[src/rtl/phase_run_timer_if.sv]
// Bus between the machine-level controller and the phase run timer.
// The controller (master) supplies state, programmed times and the skip
// request; the timer (slave) returns the remaining times, phase status and
// the begin/finish countdowns.
interface phase_run_timer_if #(
    parameter int NUM_PHASES = 8,
    parameter int PHASE_W    = 4,
    parameter int TIMER_W    = 3,
    parameter int PIDX_W     = 3
);
    logic [2:0]                    state;
    logic [NUM_PHASES*PHASE_W-1:0] data;
    logic                          skip_phase;
    logic [NUM_PHASES*PHASE_W-1:0] msg;
    logic [PIDX_W-1:0]             phase_idx;
    logic                          phase_done;
    logic                          had_finish;
    logic [TIMER_W-1:0]            init_time;
    logic [TIMER_W-1:0]            finish_time;
    logic                          tick;

    modport master (
        output state, data, skip_phase,
        input  msg, phase_idx, phase_done, had_finish, init_time, finish_time, tick
    );

    modport slave (
        input  state, data, skip_phase,
        output msg, phase_idx, phase_done, had_finish, init_time, finish_time, tick
    );
endinterface

[src/rtl/phase_run_timer.sv]
// Multi-phase run countdown. Holds the remaining time per phase and drains
// it one unit per tick while running, highest-index phase first. Also runs
// the begin/finish countdowns, flags phase completion and end of run, and
// honours a skip command that clears the active phase.
module phase_run_timer #(
    parameter int NUM_PHASES  = 8,
    parameter int PHASE_W     = 4,
    parameter int TICK_DIV    = 10,
    parameter int TIMER_W     = 3,
    parameter int INIT_TIME   = 5,
    parameter int FINISH_TIME = 5,
    parameter int PIDX_W      = 3
) (
    input  logic             clk,
    input  logic             reset,
    phase_run_timer_if.slave bus
);
    localparam int MSG_W = NUM_PHASES * PHASE_W;
    localparam int CNT_W = $clog2(TICK_DIV);

    localparam logic [CNT_W-1:0]   CNT_LAST      = CNT_W'(TICK_DIV - 1);
    localparam logic [TIMER_W-1:0] INIT_RELOAD   = TIMER_W'(INIT_TIME);
    localparam logic [TIMER_W-1:0] FINISH_RELOAD = TIMER_W'(FINISH_TIME);

    localparam logic [2:0] ST_BEGIN  = 3'd1;
    localparam logic [2:0] ST_RUN    = 3'd3;
    localparam logic [2:0] ST_ERROR  = 3'd4;
    localparam logic [2:0] ST_PAUSE  = 3'd5;
    localparam logic [2:0] ST_FINISH = 3'd6;

    logic [CNT_W-1:0]   tick_cnt;
    logic               tick_r;
    logic [MSG_W-1:0]   msg_r;
    logic [MSG_W-1:0]   run_msg;
    logic               run_done;
    logic               msg_nz;
    logic               phase_done_r;
    logic               had_finish_r;
    logic [TIMER_W-1:0] init_r;
    logic [TIMER_W-1:0] finish_r;
    logic [PHASE_W-1:0] act_field;
    int                 act_i;

    // Countdown step that holds at zero instead of wrapping.
    function automatic logic [TIMER_W-1:0] sat_dec(input logic [TIMER_W-1:0] v);
        return (v == '0) ? v : v - TIMER_W'(1);
    endfunction

    // Free-running tick divider; tick is registered and marks the wrap.
    always_ff @(posedge clk) begin
        if (reset) begin
            tick_cnt <= '0;
            tick_r   <= 1'b0;
        end else if (tick_cnt == CNT_LAST) begin
            tick_cnt <= '0;
            tick_r   <= 1'b1;
        end else begin
            tick_cnt <= tick_cnt + CNT_W'(1);
            tick_r   <= 1'b0;
        end
    end

    // Find the active (highest non-zero) phase and form the next run vector;
    // a skip takes priority over a same-cycle tick decrement.
    always_comb begin
        act_i     = 0;
        act_field = '0;
        for (int i = 0; i < NUM_PHASES; i++) begin
            if (msg_r[i*PHASE_W +: PHASE_W] != '0) begin
                act_i     = i;
                act_field = msg_r[i*PHASE_W +: PHASE_W];
            end
        end
        msg_nz   = (msg_r != '0);
        run_msg  = msg_r;
        run_done = 1'b0;
        if (msg_nz) begin
            for (int i = 0; i < NUM_PHASES; i++) begin
                if (i == act_i) begin
                    if (bus.skip_phase) begin
                        run_msg[i*PHASE_W +: PHASE_W] = '0;
                        run_done = 1'b1;
                    end else if (tick_r) begin
                        run_msg[i*PHASE_W +: PHASE_W] = act_field - PHASE_W'(1);
                        run_done = (act_field == PHASE_W'(1));
                    end
                end
            end
        end
    end

    // Per-state update of remaining times, countdown timers and status flags.
    always_ff @(posedge clk) begin
        if (reset) begin
            msg_r        <= '0;
            phase_done_r <= 1'b0;
            had_finish_r <= 1'b0;
            init_r       <= INIT_RELOAD;
            finish_r     <= FINISH_RELOAD;
        end else begin
            phase_done_r <= 1'b0;
            had_finish_r <= 1'b0;
            init_r       <= INIT_RELOAD;
            finish_r     <= FINISH_RELOAD;
            case (bus.state)
                ST_RUN: begin
                    msg_r        <= run_msg;
                    phase_done_r <= run_done;
                    had_finish_r <= had_finish_r | (tick_r & ~msg_nz);
                end
                ST_BEGIN: begin
                    msg_r  <= bus.data;
                    init_r <= tick_r ? sat_dec(init_r) : init_r;
                end
                ST_FINISH: begin
                    msg_r    <= bus.data;
                    finish_r <= tick_r ? sat_dec(finish_r) : finish_r;
                end
                ST_PAUSE, ST_ERROR: begin
                    msg_r <= msg_r;
                end
                default: begin
                    msg_r <= bus.data;
                end
            endcase
        end
    end

    assign bus.msg         = msg_r;
    assign bus.phase_idx   = PIDX_W'(act_i);
    assign bus.phase_done  = phase_done_r;
    assign bus.had_finish  = had_finish_r;
    assign bus.init_time   = init_r;
    assign bus.finish_time = finish_r;
    assign bus.tick        = tick_r;
endmodule
[src/flat_wrapper.sv]
// flat-port wrapper written by rule: the top's interface ports become plain ports
module phase_run_timer_flat 
#(
    parameter int NUM_PHASES  = 8,
    parameter int PHASE_W     = 4,
    parameter int TICK_DIV    = 10,
    parameter int TIMER_W     = 3,
    parameter int INIT_TIME   = 5,
    parameter int FINISH_TIME = 5,
    parameter int PIDX_W      = 3
)
  (clk, reset, bus_state, bus_data, bus_skip_phase, bus_msg, bus_phase_idx, bus_phase_done, bus_had_finish, bus_init_time, bus_finish_time, bus_tick);
  phase_run_timer_if #(.NUM_PHASES(NUM_PHASES), .PHASE_W(PHASE_W), .TIMER_W(TIMER_W), .PIDX_W(PIDX_W)) bus_i ();
  input  logic clk;
  input  logic reset;
  input wire logic [$bits(bus_i.state)-1:0] bus_state;
  input wire logic [$bits(bus_i.data)-1:0] bus_data;
  input wire logic [$bits(bus_i.skip_phase)-1:0] bus_skip_phase;
  output wire logic [$bits(bus_i.msg)-1:0] bus_msg;
  output wire logic [$bits(bus_i.phase_idx)-1:0] bus_phase_idx;
  output wire logic [$bits(bus_i.phase_done)-1:0] bus_phase_done;
  output wire logic [$bits(bus_i.had_finish)-1:0] bus_had_finish;
  output wire logic [$bits(bus_i.init_time)-1:0] bus_init_time;
  output wire logic [$bits(bus_i.finish_time)-1:0] bus_finish_time;
  output wire logic [$bits(bus_i.tick)-1:0] bus_tick;
  assign bus_i.state = bus_state;
  assign bus_i.data = bus_data;
  assign bus_i.skip_phase = bus_skip_phase;
  assign bus_msg = bus_i.msg;
  assign bus_phase_idx = bus_i.phase_idx;
  assign bus_phase_done = bus_i.phase_done;
  assign bus_had_finish = bus_i.had_finish;
  assign bus_init_time = bus_i.init_time;
  assign bus_finish_time = bus_i.finish_time;
  assign bus_tick = bus_i.tick;
  phase_run_timer #(.NUM_PHASES(NUM_PHASES), .PHASE_W(PHASE_W), .TICK_DIV(TICK_DIV), .TIMER_W(TIMER_W), .INIT_TIME(INIT_TIME), .FINISH_TIME(FINISH_TIME), .PIDX_W(PIDX_W)) u_core (.clk(clk), .reset(reset), .bus(bus_i));
endmodule
[config.mk]
export PLATFORM = sky130hd
export DESIGN_NAME = phase_run_timer_flat
export DESIGN_NICKNAME = d
export VERILOG_FILES = /design/src/rtl/phase_run_timer_if.sv /design/src/rtl/phase_run_timer.sv /design/src/flat_wrapper.sv
export SDC_FILE = /design/constraint.sdc
export NUM_CORES = 1
export LEC_CHECK = 0
export ABC_AREA = 1
export BUFFER_PORTS_ARGS = -buffer_cell sky130_fd_sc_hd__buf_2
export CORE_ASPECT_RATIO = 0.9
export CORE_MARGIN = 4
export CORE_UTILIZATION = 47
export CTS_BUF_LIST = sky130_fd_sc_hd__clkbuf_16
export CTS_CLUSTER_SIZE = 40
export DETAILED_ROUTE_END_ITERATION = 7
export PLACE_DENSITY = 0.77
export SYNTH_ARGS = -nofsm -noshare
export SYNTH_HDL_FRONTEND = slang
export SYNTH_SLANG_ARGS = --single-unit
[constraint.sdc]
create_clock -name clk -period 1.95 [get_ports clk]
set_clock_uncertainty 0.1 [all_clocks]
set_input_delay 0.0975 -clock clk [delete_from_list [all_inputs] [get_ports clk]]
set_output_delay 0.0975 -clock clk [all_outputs]
set_load 0.03 [all_outputs]
== After elaboration in Yosys (flattened, before gate mapping) ==
Cells that the tools add are included.

* Bitwise operators: 9
* Muxes and demuxes: 53
* Equal/unequal tests: 24
* $add $sub $neg: 4
* Reductions and logical operators: 28

{| class="wikitable"
|+ Operator list
! cell !! number
|-
| two-way mux 4 bit || 18
|-
| one-hot mux 32 bit (2 select lines) || 1
|-
| logical NOT 32 bit || 1
|-
| two-way mux 32 bit || 1
|-
| AND reduction 4 bit || 8
|-
| nonzero test 32 bit || 1
|-
| nonzero test 4 bit || 8
|-
| two-way mux 1 bit || 27
|-
| inequality test 2 x 1 -> 1 bit (second input constant) || 9
|-
| equality test 3 bit (first input constant) || 4
|-
| two-way mux 3 bit || 4
|-
| OR reduction 2 bit || 5
|-
| equality test 3 bit (second input constant) || 3
|-
| inverter 1 bit || 7
|-
| equality test 2 x 3 -> 1 bit (first input constant) || 2
|-
| logical NOT 3 bit || 2
|-
| subtractor 3 x 1 -> 3 bit (second input constant) || 2
|-
| adder 4 x 1 -> 4 bit (second input constant) || 1
|-
| equality test 4 x 1 -> 1 bit (second input constant) || 1
|-
| equality test 4 bit (second input constant) || 1
|-
| two-way mux 2 bit || 2
|-
| AND reduction 2 bit || 2
|-
| subtractor 4 x 1 -> 4 bit (second input constant) || 1
|-
| equality test 1 x 3 -> 1 bit (first input constant) || 1
|-
| other kinds (6) || 6
|}

* Register bits: 45
* Output and inout port bits: 44
* Bits of input ports: 38
* Word-level logic and storage cells: 132

== Depth between registers and ports, before layout ==
Gate-level depths: netlist of the first run.

* Depth in word-level cells: 35
* Mapped depth: 18
* Gate-level depth less buffers: 18

== Worst setup path before layout of the first run ==
OpenSTA, ideal clock, no wires.

* Path type: reg-to-reg
* Start: register u_core.msg_r[12] (netlist: u_core.bus.msg[12])
* End: register u_core.msg_r[15] (netlist: u_core.bus.msg[15])
* Slack: -0.462 ns
* Clock period less this slack: 2.412 ns
* Cell stages (with the launch flop): 13
* Library setup time: 0.070 ns
* Data arrival time: 2.242 ns
* Buffers on the path: 0
* Data required time: 1.780 ns
* Path through: dfxtp_1 nor2_4 nand2_2 inv_1 nand2_1 a21oi_1 o21ai_0 nand2_1 nand2_1 nand2_2 inv_1 o21ai_0 a21oi_1

* Elaborated cells between the ends (all ways): 22
* Classes of those cells: add/sub: 1; eq/ne: 3; mux: 15; reduce/logical: 3

{| class="wikitable"
|+ RTL lines
! what !! RTL line !! source
|-
| from (decl) || phase_run_timer.sv:33 || <nowiki>logic [MSG_W-1:0] msg_r;</nowiki>
|-
| from (signal assigned) || phase_run_timer.sv:107 || <nowiki>msg_r <= run_msg;</nowiki>
|-
| from (signal assigned) || phase_run_timer.sv:112 || <nowiki>msg_r <= bus.data;</nowiki>
|-
| from (signal assigned) || phase_run_timer.sv:116 || <nowiki>msg_r <= bus.data;</nowiki>
|-
| nonzero test 4 bit || phase_run_timer.sv:69 || <nowiki>if (msg_r[i*PHASE_W +: PHASE_W] != '0) begin</nowiki>
|-
| two-way mux 2 bit || phase_run_timer.sv:69 ||
|-
| two-way mux 3 bit (4 in series) || phase_run_timer.sv:69 ||
|-
| named net bus_phase_idx[0] || flat_wrapper.sv:20 || <nowiki>output wire logic [$bits(bus_i.phase_idx)-1:0] bus_phase_idx;</nowiki>
|-
| equality test 2 x 3 -> 1 bit || phase_run_timer.sv:79 || <nowiki>if (i == act_i) begin</nowiki>
|-
| inequality test 2 x 1 -> 1 bit (no line) || - ||
|-
| AND reduction 4 bit (no line) || - ||
|}

The timed path passes the listed nets, and every way through them passes these cells. The select of a mux whose other input is x is not followed.
A chain may end at the register's enable or synchronous reset.

== Final worst setup path of the first run ==
* Start: register u_core.msg_r[29] (netlist: u_core.bus.msg[29])
* End: register u_core.msg_r[6] (netlist: u_core.bus.msg[6])

* Cells in the longest elaborated chain, start to end: 8
* Elaborated cells between the ends (all ways): 14
* Classes of those cells: add/sub: 1; eq/ne: 3; mux: 7; reduce/logical: 3

{| class="wikitable"
|+ Ends and longest elaborated chain
! what !! RTL line !! source
|-
| nonzero test 4 bit || phase_run_timer.sv:69 ||
|-
| two-way mux 4 bit || phase_run_timer.sv:69 ||
|-
| subtractor 4 x 1 -> 4 bit || phase_run_timer.sv:84 || <nowiki>run_msg[i*PHASE_W +: PHASE_W] = act_field - PHASE_W'(1);</nowiki>
|-
| two-way mux 4 bit || phase_run_timer.sv:83 || <nowiki>end else if (tick_r) begin</nowiki>
|-
| two-way mux 4 bit || phase_run_timer.sv:80 || <nowiki>if (bus.skip_phase) begin</nowiki>
|-
| two-way mux 4 bit || phase_run_timer.sv:79 ||
|-
| two-way mux 32 bit || phase_run_timer.sv:77 || <nowiki>if (msg_nz) begin</nowiki>
|-
| one-hot mux 32 bit (2 select lines) || phase_run_timer.sv:105 || <nowiki>case (bus.state)</nowiki>
|}

Several ways; a longest one is shown, not always the timed one. The select of a mux whose other input is x is not followed.

==> report_table.html, run 1 <==
<table>
<tr><th>Metric</th><th>Value</th></tr>
<tr><th colspan="2">Timing</th></tr>
<tr><td>Portion of the clock cycle consumed by the worst path in the final layout</td><td>114.4%</td></tr>
<tr><td>Transition at the pin with the smallest max-transition slack</td><td>607.8 ps</td></tr>
<tr><td>Setup repair after global routing missed its margin</td><td>true</td></tr>
<tr><td>Worst Setup Slack, final</td><td>-280.6 ps</td></tr>
<tr><td>Aggregate negative setup slack</td><td>-5970 ps</td></tr>
<tr><td>Final setup viols</td><td>33</td></tr>
<tr><td>Minimum period implied by the final worst setup slack</td><td>2231 ps</td></tr>
<tr><td>Worst slew margin relative to its limit</td><td>59.33%</td></tr>
<tr><td>Hold WS</td><td>-4.717 ps</td></tr>
<tr><td>Fmax</td><td>448.3 MHz</td></tr>
<tr><td>Hold Violations, Final</td><td>3</td></tr>
<tr><td>Final number of max-transition violations</td><td>0</td></tr>
<tr><th colspan="2">Global routing</th></tr>
<tr><td>GRT Util Overall</td><td>26.70%</td></tr>
<tr><td>Number of global-route vias before repair</td><td>around 3.4k</td></tr>
<tr><td>Maximum number of pins on one net before global-route repair</td><td>31</td></tr>
<tr><td>Initial antenna violation count</td><td>0</td></tr>
<tr><td>Wire length of the first global-routing pass</td><td>15.17 mm</td></tr>
<tr><td>Global-route congestion overflow total</td><td>0</td></tr>
<tr><th colspan="2">Logic synthesis</th></tr>
<tr><td>Area leader, netlist</td><td>sky130_fd_sc_hd__dfxtp_1</td></tr>
<tr><td>Flop and latch count out of synthesis</td><td>45</td></tr>
<tr><td>Number of warnings reported in the yosys synthesis log</td><td>0</td></tr>
<tr><td>Sequential-to-total area share from yosys stat</td><td>roughly 33%</td></tr>
<tr><td>Fraction of registers with async set/reset</td><td>0%</td></tr>
<tr><td>Synthesized net count</td><td>456</td></tr>
<tr><td>Netlist area before placement</td><td>0.002745 sq mm</td></tr>
<tr><td>Synth top area share</td><td>32.82%</td></tr>
<tr><td>Number of instances in the synthesized netlist</td><td>just over 400</td></tr>
<tr><td>Yosys cell types</td><td>31</td></tr>
<tr><td>Top cells by area in the synthesized netlist</td><td>sky130_fd_sc_hd__dfxtp_1, sky130_fd_sc_hd__nand2_1, sky130_fd_sc_hd__a21oi_1, sky130_fd_sc_hd__inv_1, sky130_fd_sc_hd__o21ai_0</td></tr>
<tr><td>Predominant post-synthesis flop cell</td><td>sky130_fd_sc_hd__dfxtp_1</td></tr>
<tr><td>Count of flip-flops with a built-in enable after synthesis</td><td>0</td></tr>
<tr><td>Post-Syn Area per Cell</td><td>6.695 sq um</td></tr>
<tr><th colspan="2">Critical path</th></tr>
<tr><td>Crit-path slowest cell</td><td>sky130_fd_sc_hd__dfxtp_1</td></tr>
<tr><td>Delay of the slowest cell on the worst path</td><td>between 300 and 400 ps</td></tr>
<tr><td>Worst Path Buf+Inv</td><td>4</td></tr>
<tr><td>Type of the worst setup path</td><td>reg2reg</td></tr>
<tr><td>Top cell family by delay on the critical path</td><td>simple AND/OR/NAND/NOR gates</td></tr>
<tr><td>Critical Path Source Type</td><td>register</td></tr>
<tr><td>Series of cell instances along the critical path</td><td>inv_1 &gt; nand4_4 &gt; nor2_4 &gt; buf_4 &gt; inv_1 &gt; nor2_2 &gt; nand3_1 &gt; nand2_1 &gt; nand2_4 &gt; buf_4 &gt; a21oi_1 &gt; a21oi_4</td></tr>
<tr><td>Arrival time at the worst endpoint</td><td>2310 ps</td></tr>
<tr><td>Critical path endpoint category</td><td>register</td></tr>
<tr><td>CP max FO</td><td>6</td></tr>
<tr><td>CP Data Required Time</td><td>2030 ps</td></tr>
<tr><th colspan="2">Routing</th></tr>
<tr><td>Via density</td><td>around 5.6</td></tr>
<tr><td>Aggregate routed wire length</td><td>11.89 mm</td></tr>
<tr><td>Wire length per cell after detailed routing</td><td>18.16 um</td></tr>
<tr><td>Via count</td><td>3673</td></tr>
<tr><td>Number of nets still failing antenna checks after routing</td><td>0</td></tr>
<tr><td>DRC</td><td>0</td></tr>
<tr><td>First-pass iteration count of the detailed router</td><td>7</td></tr>
<tr><td>Initial drt markers</td><td>323</td></tr>
<tr><th colspan="2">Clock tree</th></tr>
<tr><td>H-tree level count</td><td>2</td></tr>
<tr><td>Clock Latency Late Sink</td><td>300 ps</td></tr>
<tr><td>CTS tree</td><td>done</td></tr>
<tr><td>TritonCTS Buffers</td><td>5</td></tr>
<tr><td>Buffers from clock root to sink, at most</td><td>2</td></tr>
<tr><td>Root buffer cell</td><td>sky130_fd_sc_hd__clkbuf_16</td></tr>
<tr><td>Clock edge transition at the registers on the reported setup and hold paths</td><td>approximately 60 ps</td></tr>
<tr><td>Clock tree sinks</td><td>45</td></tr>
<tr><th colspan="2">Pwr</th></tr>
<tr><td>Leakage dissipation</td><td>0.002259 uW</td></tr>
<tr><td>Overall power consumption</td><td>3275 uW</td></tr>
<tr><td>Power density cells</td><td>~700 mW/mm^2</td></tr>
<tr><td>Worst ir drop on vdd</td><td>between 0.0008 and 0.0009 V</td></tr>
<tr><th colspan="2">Floorplanning</th></tr>
<tr><td>CORE AREA</td><td>approximately 0.0057 sq mm</td></tr>
<tr><td># IOs</td><td>82</td></tr>
<tr><td>DIE AREA</td><td>~0.007 sq mm</td></tr>
<tr><td>Initial core utilization</td><td>48.50%</td></tr>
<tr><td>Die height</td><td>80.50 um</td></tr>
<tr><td>Row count</td><td>26</td></tr>
<tr><td>Die width</td><td>88.56 um</td></tr>
<tr><th colspan="2">Final layout</th></tr>
<tr><td>Post-route insts no fill</td><td>about 660</td></tr>
<tr><td>Final nets</td><td>630</td></tr>
<tr><td>Most frequent standard cell in the layout excluding fill and tap cells</td><td>sky130_fd_sc_hd__buf_2</td></tr>
<tr><td>Antenna diode count</td><td>0</td></tr>
<tr><td>Highest-count cells in the layout ignoring fill and taps</td><td>sky130_fd_sc_hd__buf_2, sky130_fd_sc_hd__nand2_1, sky130_fd_sc_hd__buf_4</td></tr>
<tr><td>Fraction of layout instances using a drive strength above 1</td><td>53.16%</td></tr>
<tr><td>Area growth syn-to-layout</td><td>66.73%</td></tr>
<tr><td>Number of filler cells placed in the layout</td><td>329</td></tr>
<tr><th colspan="2">Run status</th></tr>
<tr><td>Failing checks</td><td>negative hold slack, negative setup slack</td></tr>
<tr><td>Outcome</td><td>finished, violations left</td></tr>
<tr><th colspan="2">Worst hold path</th></tr>
<tr><td>Hold crit path type</td><td>in2reg</td></tr>
<tr><th colspan="2">Place</th></tr>
<tr><td>Port Buffers</td><td>81</td></tr>
<tr><td>Placement Setup Slack</td><td>-229.1 ps</td></tr>
<tr><td>Cells after DPL</td><td>608</td></tr>
<tr><td>Global placement routability congestion</td><td>~0.92</td></tr>
<tr><td>Detailed Place HPWL</td><td>6.325 mm</td></tr>
<tr><th colspan="2">Run</th></tr>
<tr><td>Number of max-cap violations</td><td>0</td></tr>
</table>
[power by group]
group          leakage, uW  switching [uW]  internal, uW
logic              0.00181             836           547
registers         0.000381            64.4           995
clock network    0.0000687             368           464
total              0.00226            1270          2010
[synthesized netlist by cell type, types with 4 or more instances]
| master | count |
|---|---|
| sky130_fd_sc_hd__inv_2 | 13 |
| sky130_fd_sc_hd__nor2_4 | 5 |
| sky130_fd_sc_hd__nand2_2 | 8 |
| sky130_fd_sc_hd__o21ai_0 | 26 |
| sky130_fd_sc_hd__ha_1 | 8 |
| sky130_fd_sc_hd__inv_1 | 67 |
| sky130_fd_sc_hd__nand2_1 | 95 |
| sky130_fd_sc_hd__clkbuf_1 | 6 |
| sky130_fd_sc_hd__nand3_1 | 16 |
| sky130_fd_sc_hd__nand2_4 | 4 |
| sky130_fd_sc_hd__a21oi_1 | 59 |
| sky130_fd_sc_hd__dfxtp_1 | 45 |
| sky130_fd_sc_hd__nor2_1 | 24 |
[through the flow]
step                area, sq um  util (%)
finish                     4577     80.86
detailed placement         3699     65.34
floorplan                  2828         -
global placement           3699     65.34
global route               4577     80.86
CTS                        4250     75.09
[flip-flops by register name (all words and copies together) (netlist names)]
name	cells
u_core.bus.msg	32
u_core.bus.phase_done	1
u_core.tick_cnt	4
u_core.bus.had_finish	1
u_core.bus.finish_time	3
u_core.bus.init_time	3
u_core.bus.tick	1
[routing by layer]
layer	global-route usage [%]	wire (um)	up-vias
li1	-	-	1654
met1	30.71	4465	1708
met2	47.68	5824	245
met3	5.641	980	66
met4	10.42	621	0
met5	0	0	-
[worst register-to-register path: cells and delay by family, from the launching register on]
family | cells | cell delay [ps]
buffers and inverters | 4 | 500
AND/OR/NAND/NOR | 6 | 850
AO/OA/AOI/OAI | 2 | 340
flip-flops | 1 | 320
[kinds of logic (layout without fill, tap and decap cells)]
group	after synthesis	after routing	share of synthesized area [%]
AND/OR/NAND/NOR	173	174	32.50
AO/OA/AOI/OAI	95	95	18.46
buffers and inverters	87	261	11.94
flip-flops	45	45	32.82
adder cells (fa/ha/maj)	8	8	3.646
XOR/XNOR	2	2	0.6382
[final timing paths]
| check | slack, ps | depth (start not counted) | end | start |
|---|---|---|---|---|
| max reg2reg | -280 | 12 | u_core.bus.msg[6]$_SDFFE_PP0P_ | u_core.bus.msg[29]$_SDFFE_PP0P_ |
| max | -280 | 12 | u_core.bus.msg[6]$_SDFFE_PP0P_ | u_core.bus.msg[29]$_SDFFE_PP0P_ |
| min | -5 | 3 | u_core.bus.msg[23]$_SDFFE_PP0P_ | bus_data[23] |
| min reg2reg | 370 | 2 | u_core.bus.init_time[1]$_SDFFE_PP0P_ | u_core.bus.init_time[1]$_SDFFE_PP0P_ |
[repair_timing]
action / CTS / global route
setup buffers: 17 / 8
resized for setup: 45 / 69
hold buffers: 13 / 1
endpoints found under the setup margin: 32 / 36
endpoints found under the hold margin: 15 / 1
pin swaps: 21 / 34
cloned: 1 / 0
[layout make-up]
cell class / count / area, sq um / area share, %
Clock buffer: 5 / 125.1 / 2.734
Clock inverter: 3 / 12.51 / 0.2734
Inverter: 80 / 305.3 / 6.670
Multi-Input combinational cell: 279 / 1901 / 41.53
Sequential cell: 45 / 952.2 / 20.80
Tap cell: 70 / 87.58 / 1.914
Timing Repair Buffer: 173 / 1194 / 26.08
No activity file was read; power rests on OpenSTA's default activity.
==> inputs of run 2 (changes only) <==
SKIP_CTS_REPAIR_TIMING = 1   (was unset)
==> report_table.html, run 2 (synthesis results as in run 1) <==
<table>
<tr><th>Metric</th><th>Value</th></tr>
<tr><th colspan="2">Run status</th></tr>
<tr><td>Outcome</td><td>finished, violations left</td></tr>
<tr><td>Failing checks</td><td>negative hold slack, negative setup slack</td></tr>
<tr><th colspan="2">Timing</th></tr>
<tr><td>Setup repair after global routing missed its margin</td><td>true</td></tr>
<tr><td>Final number of max-transition violations</td><td>0</td></tr>
<tr><td>Worst slew margin relative to its limit</td><td>59.29%</td></tr>
<tr><td>Hold WS</td><td>-29.02 ps</td></tr>
<tr><td>Portion of the clock cycle consumed by the worst path in the final layout</td><td>123.1%</td></tr>
<tr><td>Fmax</td><td>between 400 and 500 MHz</td></tr>
<tr><td>Final setup viols</td><td>36</td></tr>
<tr><td>Minimum period implied by the final worst setup slack</td><td>around 2400 ps</td></tr>
<tr><td>Worst Setup Slack, final</td><td>-449.7 ps</td></tr>
<tr><td>Transition at the pin with the smallest max-transition slack</td><td>605.1 ps</td></tr>
<tr><td>Hold Violations, Final</td><td>11</td></tr>
<tr><th colspan="2">Floorplanning</th></tr>
<tr><td>DIE AREA</td><td>0.007129 sq mm</td></tr>
<tr><td>CORE AREA</td><td>0.005660 sq mm</td></tr>
<tr><td>Die width</td><td>approximately 89 um</td></tr>
<tr><td>Die height</td><td>slightly above 80 um</td></tr>
<tr><td>Row count</td><td>26</td></tr>
<tr><td># IOs</td><td>82</td></tr>
<tr><td>Initial core utilization</td><td>48.50%</td></tr>
<tr><th colspan="2">Global routing</th></tr>
<tr><td>GRT Util Overall</td><td>approximately 23%</td></tr>
<tr><td>Initial antenna violation count</td><td>0</td></tr>
<tr><td>Number of global-route vias before repair</td><td>approximately 3k</td></tr>
<tr><td>Maximum number of pins on one net before global-route repair</td><td>31</td></tr>
<tr><td>Global-route congestion overflow total</td><td>0</td></tr>
<tr><td>Wire length of the first global-routing pass</td><td>13.08 mm</td></tr>
<tr><th colspan="2">Final layout</th></tr>
<tr><td>Area growth syn-to-layout</td><td>58.39%</td></tr>
<tr><td>Most frequent standard cell in the layout excluding fill and tap cells</td><td>sky130_fd_sc_hd__buf_2</td></tr>
<tr><td>Number of filler cells placed in the layout</td><td>361</td></tr>
<tr><td>Non-Filler Cell Area, Final</td><td>0.004348 sq mm</td></tr>
<tr><td>Final nets</td><td>just over 600</td></tr>
<tr><td>Max FFs per register</td><td>32</td></tr>
<tr><td>Fraction of layout instances using a drive strength above 1</td><td>52.57%</td></tr>
<tr><td>Highest-count cells in the layout ignoring fill and taps</td><td>sky130_fd_sc_hd__buf_2, sky130_fd_sc_hd__nand2_1, sky130_fd_sc_hd__buf_4</td></tr>
<tr><td>Layout Utilization</td><td>76.81%</td></tr>
<tr><td>Antenna diode count</td><td>0</td></tr>
<tr><th colspan="2">Critical path</th></tr>
<tr><td>Worst Path Buf+Inv</td><td>4</td></tr>
<tr><td>Delay of the slowest cell on the worst path</td><td>~350 ps</td></tr>
<tr><td>Series of cell instances along the critical path</td><td>nor2_4 &gt; nand2_4 &gt; nand2_2 &gt; nand2_1 &gt; a21oi_1 &gt; nand2_1 &gt; nand3_2 &gt; nand3_4 &gt; nand2_4 &gt; inv_2 &gt; ha_4 &gt; xnor2_2 &gt; nor2_1 &gt; inv_2 &gt; buf_4 &gt; nand2_1 &gt; nand2_1 &gt; inv_1</td></tr>
<tr><td>CP max FO</td><td>4</td></tr>
<tr><td>Cells on worst reg2reg path</td><td>18</td></tr>
<tr><td>CP Data Required Time</td><td>roughly 2000 ps</td></tr>
<tr><td>Launch point of the worst reg-to-reg path</td><td>u_core.bus.msg[12]$_SDFFE_PP0P_</td></tr>
<tr><td>Critical Path Source Type</td><td>register</td></tr>
<tr><td>End of the worst register-to-register path</td><td>u_core.bus.msg[2]$_SDFFE_PP0P_</td></tr>
<tr><td>Arrival time at the worst endpoint</td><td>roughly 2500 ps</td></tr>
<tr><td>Top cell family by delay on the critical path</td><td>simple AND/OR/NAND/NOR gates</td></tr>
<tr><td>Setup slack, reg-to-reg</td><td>-450 ps</td></tr>
<tr><td>Crit-path slowest cell</td><td>sky130_fd_sc_hd__dfxtp_4</td></tr>
<tr><td>Critical path endpoint category</td><td>register</td></tr>
<tr><td>Type of the worst setup path</td><td>reg2reg</td></tr>
<tr><td>Most frequent cell on the critical path</td><td>sky130_fd_sc_hd__nand2_1</td></tr>
<tr><th colspan="2">Clock tree</th></tr>
<tr><td>Clock tree sinks</td><td>45</td></tr>
<tr><td>TritonCTS Buffers</td><td>5</td></tr>
<tr><td>Buffers from clock root to sink, at most</td><td>2</td></tr>
<tr><td>CTS tree</td><td>done</td></tr>
<tr><td>Clock Latency Late Sink</td><td>slightly below 300 ps</td></tr>
<tr><td>H-tree level count</td><td>2</td></tr>
<tr><td>Clock edge transition at the registers on the reported setup and hold paths</td><td>roughly 60 ps</td></tr>
<tr><td>Root buffer cell</td><td>sky130_fd_sc_hd__clkbuf_16</td></tr>
<tr><th colspan="2">Pwr</th></tr>
<tr><td>Worst ir drop on vdd</td><td>about 0.00053 V</td></tr>
<tr><td>Power density cells</td><td>725.3 mW/mm^2</td></tr>
<tr><td>Share of total power consumed by net switching</td><td>between 30% and 40%</td></tr>
<tr><td>Internal power</td><td>1956 uW</td></tr>
<tr><td>Clock share of power</td><td>26.1%</td></tr>
<tr><td>Combinational cell fraction of total power</td><td>40.3%</td></tr>
<tr><td>Leakage dissipation</td><td>0.002176 uW</td></tr>
<tr><td>Proportion of power drawn by flip-flops and latches</td><td>roughly 34%</td></tr>
<tr><td>Overall power consumption</td><td>between 3000 and 4000 uW</td></tr>
<tr><td>Switching Power</td><td>1197 uW</td></tr>
<tr><th colspan="2">Worst hold path</th></tr>
<tr><td>Hold Path Depth</td><td>3</td></tr>
<tr><td>Worst hold start</td><td>bus_data[8]</td></tr>
<tr><td>Hold crit path type</td><td>in2reg</td></tr>
<tr><td>Hold Path Sink</td><td>u_core.bus.msg[8]$_SDFFE_PP0P_</td></tr>
<tr><th colspan="2">Place</th></tr>
<tr><td>Global placement routability congestion</td><td>0.9245</td></tr>
<tr><td>Port Buffers</td><td>a little over 80</td></tr>
<tr><td>Placement Setup Slack</td><td>-229.1 ps</td></tr>
<tr><td>Placed inst area</td><td>0.003699 sq mm</td></tr>
<tr><td>Detailed Place HPWL</td><td>6.325 mm</td></tr>
<tr><th colspan="2">Routing</th></tr>
<tr><td>Via density</td><td>5.517</td></tr>
<tr><td>DRC</td><td>0</td></tr>
<tr><td>Wire length per cell after detailed routing</td><td>16.61 um</td></tr>
<tr><td>Via count</td><td>3503</td></tr>
<tr><td>First-pass iteration count of the detailed router</td><td>7</td></tr>
<tr><td>Number of nets still failing antenna checks after routing</td><td>0</td></tr>
<tr><td>Initial drt markers</td><td>266</td></tr>
<tr><td>Aggregate routed wire length</td><td>10.55 mm</td></tr>
<tr><th colspan="2">Run</th></tr>
<tr><td>Number of max-cap violations</td><td>0</td></tr>
</table>
run 2: changes by cell type in the layout (fill, tap and decap cells not counted), sizes merged:
cell,previous run,this run
dlygate4sd3,14,2
buf,159,151
run 2: power by group through the flow:
stage / combinational (uW) / clock [uW] / sequential (uW)
after floorplan: 490 / 0 / 1200
after global placement: 967 / 0 / 1070
after detailed placement: 989 / 0 / 1070
after CTS: 994 / 821 / 1050
after global routing: 1360 / 852 / 1070
final: 1270 / 823 / 1060
run 2: worst max-delay path by stage:
stage / cells after the start / start / to / slack [ps]
5_1_grt: 18 / u_core.bus.msg[12]$_SDFFE_PP0P_ / u_core.bus.msg[2]$_SDFFE_PP0P_ / -520
3_3_place_gp: 17 / u_core.bus.msg[14]$_SDFFE_PP0P_ / u_core.bus.msg[2]$_SDFFE_PP0P_ / -170
6_report: 18 / u_core.bus.msg[12]$_SDFFE_PP0P_ / u_core.bus.msg[2]$_SDFFE_PP0P_ / -450
3_5_place_dp: 17 / u_core.bus.msg[14]$_SDFFE_PP0P_ / u_core.bus.msg[2]$_SDFFE_PP0P_ / -230
2_1_floorplan: 15 / u_core.bus.msg[19]$_SDFFE_PP0P_ / u_core.bus.msg[25]$_SDFFE_PP0P_ / 0.7
4_1_cts: 17 / u_core.bus.msg[14]$_SDFFE_PP0P_ / u_core.bus.msg[2]$_SDFFE_PP0P_ / -250
run 2: metrics by stage:
stage	TNS, ps	cells
after floorplan	0	410
after global placement	-1415	608
after detailed placement	-3737	608
after CTS	-4479	616
after global routing	-10090	635
final	-7290	635
run 2: area by class of cell:
type,instances,area [sq um],area share (%)
tap,70,87.58,2.014
timing repair buffer,153,980.9,22.56
multi-input combinational,279,1877,43.17
inverter,80,310.3,7.137
clock inverter,3,12.51,0.2878
clock buffer,5,125.1,2.878
sequential,45,954.7,21.96
run 2: layer usage:
metal | vias to the layer above | track usage [%] | share of wire (%)
li1 | 1612 | - | -
met1 | 1633 | 26.75 | 38
met2 | 210 | 42.15 | 50
met3 | 48 | 3.897 | 8.3
met4 | 0 | 6.949 | 4.4
met5 | - | 0 | 0
run 2: worst min-delay path: stages:
cell and delay (ps):
sky130_fd_sc_hd__buf_2 80, sky130_fd_sc_hd__a21oi_2 40, sky130_fd_sc_hd__a21oi_1 100
==> inputs of run 3 (changes only) <==
CTS_BUF_LIST = unset   (was sky130_fd_sc_hd__clkbuf_16)
==> report_table.html, run 3 (synthesis results as in run 1) <==
<table>
<tr><th>Metric</th><th>Value</th></tr>
<tr><th colspan="2">Final layout</th></tr>
<tr><td>Area growth syn-to-layout</td><td>63.13%</td></tr>
<tr><td>Antenna diode count</td><td>0</td></tr>
<tr><td>Non-Filler Cell Area, Final</td><td>0.004478 sq mm</td></tr>
<tr><td>Area of the multi-input gates</td><td>0.001836 sq mm</td></tr>
<tr><td>Number of filler cells placed in the layout</td><td>337</td></tr>
<tr><td>Final nets</td><td>629</td></tr>
<tr><td>Most frequent standard cell in the layout excluding fill and tap cells</td><td>sky130_fd_sc_hd__buf_2</td></tr>
<tr><td>Highest-count cells in the layout ignoring fill and taps</td><td>sky130_fd_sc_hd__buf_2, sky130_fd_sc_hd__nand2_1, sky130_fd_sc_hd__buf_4</td></tr>
<tr><td>Fraction of layout instances using a drive strength above 1</td><td>51.03%</td></tr>
<tr><td>Layout Utilization</td><td>79.11%</td></tr>
<tr><td>Post-route insts no fill</td><td>between 600 and 700</td></tr>
<tr><td>Sequential cell area in the final layout</td><td>949.7 sq um</td></tr>
<tr><td>Max FFs per register</td><td>32</td></tr>
<tr><th colspan="2">Critical path</th></tr>
<tr><td>Arrival time at the worst endpoint</td><td>2560 ps</td></tr>
<tr><td>Worst Path Buf+Inv</td><td>4</td></tr>
<tr><td>Crit-path slowest cell</td><td>sky130_fd_sc_hd__dfxtp_4</td></tr>
<tr><td>Critical Path Source Type</td><td>register</td></tr>
<tr><td>CP Data Required Time</td><td>2060 ps</td></tr>
<tr><td>Series of cell instances along the critical path</td><td>nor2_4 &gt; nand2_4 &gt; nand2_2 &gt; nand2_1 &gt; a21oi_1 &gt; nand2_1 &gt; nand3_2 &gt; nand3_4 &gt; nand2_4 &gt; inv_2 &gt; ha_4 &gt; xnor2_2 &gt; nor2_1 &gt; inv_2 &gt; buf_4 &gt; nand2_1 &gt; nand2_1 &gt; inv_1</td></tr>
<tr><td>Top cell family by delay on the critical path</td><td>simple AND/OR/NAND/NOR gates</td></tr>
<tr><td>CP max FO</td><td>4</td></tr>
<tr><td>Start point of the critical path</td><td>u_core.bus.msg[12]$_SDFFE_PP0P_</td></tr>
<tr><td>Most frequent cell on the critical path</td><td>sky130_fd_sc_hd__nand2_1</td></tr>
<tr><td>Launch point of the worst reg-to-reg path</td><td>u_core.bus.msg[12]$_SDFFE_PP0P_</td></tr>
<tr><td>Critical path endpoint category</td><td>register</td></tr>
<tr><td>Type of the worst setup path</td><td>reg2reg</td></tr>
<tr><td>Delay of the slowest cell on the worst path</td><td>370 ps</td></tr>
<tr><th colspan="2">Timing</th></tr>
<tr><td>Hold Violations, Final</td><td>8</td></tr>
<tr><td>Minimum period implied by the final worst setup slack</td><td>approximately 2400 ps</td></tr>
<tr><td>Worst Setup Slack, final</td><td>-498.4 ps</td></tr>
<tr><td>Fmax</td><td>~410 MHz</td></tr>
<tr><td>Transition at the pin with the smallest max-transition slack</td><td>600.7 ps</td></tr>
<tr><td>Final setup viols</td><td>35</td></tr>
<tr><td>Final number of max-transition violations</td><td>0</td></tr>
<tr><td>Worst slew margin relative to its limit</td><td>59.81%</td></tr>
<tr><td>Hold WS</td><td>-46.43 ps</td></tr>
<tr><td>Portion of the clock cycle consumed by the worst path in the final layout</td><td>125.6%</td></tr>
<tr><td>Setup repair after global routing missed its margin</td><td>true</td></tr>
<tr><th colspan="2">Floorplanning</th></tr>
<tr><td>DIE AREA</td><td>0.007129 sq mm</td></tr>
<tr><td>Initial core utilization</td><td>48.50%</td></tr>
<tr><td>Die height</td><td>slightly above 80 um</td></tr>
<tr><td># IOs</td><td>82</td></tr>
<tr><td>Row count</td><td>26</td></tr>
<tr><td>CORE AREA</td><td>0.005660 sq mm</td></tr>
<tr><td>Die width</td><td>88.56 um</td></tr>
<tr><th colspan="2">Pwr</th></tr>
<tr><td>Leakage dissipation</td><td>0.002241 uW</td></tr>
<tr><td>Share of total power consumed by net switching</td><td>39.11%</td></tr>
<tr><td>Proportion of power drawn by flip-flops and latches</td><td>between 30% and 40%</td></tr>
<tr><td>Clock share of power</td><td>21.6%</td></tr>
<tr><td>Power density cells</td><td>678.9 mW/mm^2</td></tr>
<tr><td>Switching Power</td><td>roughly 1200 uW</td></tr>
<tr><td>Combinational cell fraction of total power</td><td>43.6%</td></tr>
<tr><td>Internal power</td><td>1851 uW</td></tr>
<tr><td>Worst ir drop on vdd</td><td>about 0.00044 V</td></tr>
<tr><th colspan="2">Clock tree</th></tr>
<tr><td>Buffers from clock root to sink, at most</td><td>2</td></tr>
<tr><td>Clock Latency Late Sink</td><td>slightly above 300 ps</td></tr>
<tr><td>TritonCTS Buffers</td><td>5</td></tr>
<tr><td>Clock tree sinks</td><td>45</td></tr>
<tr><td>H-tree level count</td><td>2</td></tr>
<tr><td>Clock edge transition at the registers on the reported setup and hold paths</td><td>90 ps</td></tr>
<tr><td>Root buffer cell</td><td>sky130_fd_sc_hd__clkbuf_8</td></tr>
<tr><td>CTS tree</td><td>done</td></tr>
<tr><th colspan="2">Worst hold path</th></tr>
<tr><td>Hold crit path type</td><td>in2reg</td></tr>
<tr><td>Worst hold start</td><td>bus_data[24]</td></tr>
<tr><th colspan="2">Place</th></tr>
<tr><td>Cells after DPL</td><td>608</td></tr>
<tr><td>Placed inst area</td><td>0.003699 sq mm</td></tr>
<tr><td>Detailed Place HPWL</td><td>6.325 mm</td></tr>
<tr><td>Global placement routability congestion</td><td>0.9245</td></tr>
<tr><td>Port Buffers</td><td>81</td></tr>
<tr><th colspan="2">Global routing</th></tr>
<tr><td>Wire length of the first global-routing pass</td><td>approximately 13 mm</td></tr>
<tr><td>Maximum number of pins on one net before global-route repair</td><td>31</td></tr>
<tr><td>Number of global-route vias before repair</td><td>between 3k and 4k</td></tr>
<tr><td>GRT Util Overall</td><td>between 20% and 30%</td></tr>
<tr><td>Global-route congestion overflow total</td><td>0</td></tr>
<tr><td>Initial antenna violation count</td><td>0</td></tr>
<tr><th colspan="2">Run</th></tr>
<tr><td>Number of max-cap violations</td><td>0</td></tr>
<tr><th colspan="2">Routing</th></tr>
<tr><td>Wire length per cell after detailed routing</td><td>17.15 um</td></tr>
<tr><td>Via count</td><td>3629</td></tr>
<tr><td>DRC</td><td>0</td></tr>
<tr><td>Number of nets still failing antenna checks after routing</td><td>0</td></tr>
<tr><td>Initial drt markers</td><td>405</td></tr>
<tr><td>Aggregate routed wire length</td><td>11.21 mm</td></tr>
<tr><td>First-pass iteration count of the detailed router</td><td>5</td></tr>
<tr><td>Via density</td><td>5.549</td></tr>
<tr><th colspan="2">Run status</th></tr>
<tr><td>Outcome</td><td>finished, violations left</td></tr>
<tr><td>Failing checks</td><td>negative hold slack, negative setup slack</td></tr>
</table>
[run 3: through the flow]
stage	power, uW	worst slack [ps]	TNS [ps]
after floorplan	1690	0.6897	0
after global placement	2035	-174.3	-1415
after detailed placement	2060	-229.1	-3737
after CTS	2698	-260.7	-4574
after global routing	3156	-569.3	-11390
final	3040	-498.4	-8858
[run 3: area by class of cell]
class                   count  area share (%)
clock buffers               7           2.151
clock inverters             1          0.1118
inverters                  80           6.873
multi-input cells         279           40.99
flip-flops and latches     45           21.21
well taps                  70           1.956
repair buffers            172           26.71
[run 3: worst paths after layout]
path / end / slack (ps) / cells after the start
max reg2reg: u_core.bus.msg[2]$_SDFFE_PP0P_ / -500 / 18
min reg2reg: u_core.bus.init_time[1]$_SDFFE_PP0P_ / 380 / 2
max: u_core.bus.msg[2]$_SDFFE_PP0P_ / -500 / 18
min: u_core.bus.msg[24]$_SDFFE_PP0P_ / -50 / 3
[run 3: tightest hold or removal path, stage by stage]
cell,delay (ps)
sky130_fd_sc_hd__buf_2,70
sky130_fd_sc_hd__a21oi_1,50
sky130_fd_sc_hd__a21oi_1,110
[run 3: per-layer routing]
layer / part of all wire (%) / up-vias / global-route usage, %
li1: - / 1656 / -
met1: 39 / 1698 / 27.00
met2: 49 / 222 / 41.55
met3: 7.7 / 53 / 5.436
met4: 4.6 / 0 / 6.193
met5: 0 / - / 0
[run 3: power groups by stage]
stage                     combinational (uW)  sequential, uW  clock (uW)
after global routing                    1400            1070         688
after CTS                                995            1050         653
after global placement                   967            1070           0
after floorplan                          490            1200           0
after detailed placement                 989            1070           0
final                                   1320            1060         657
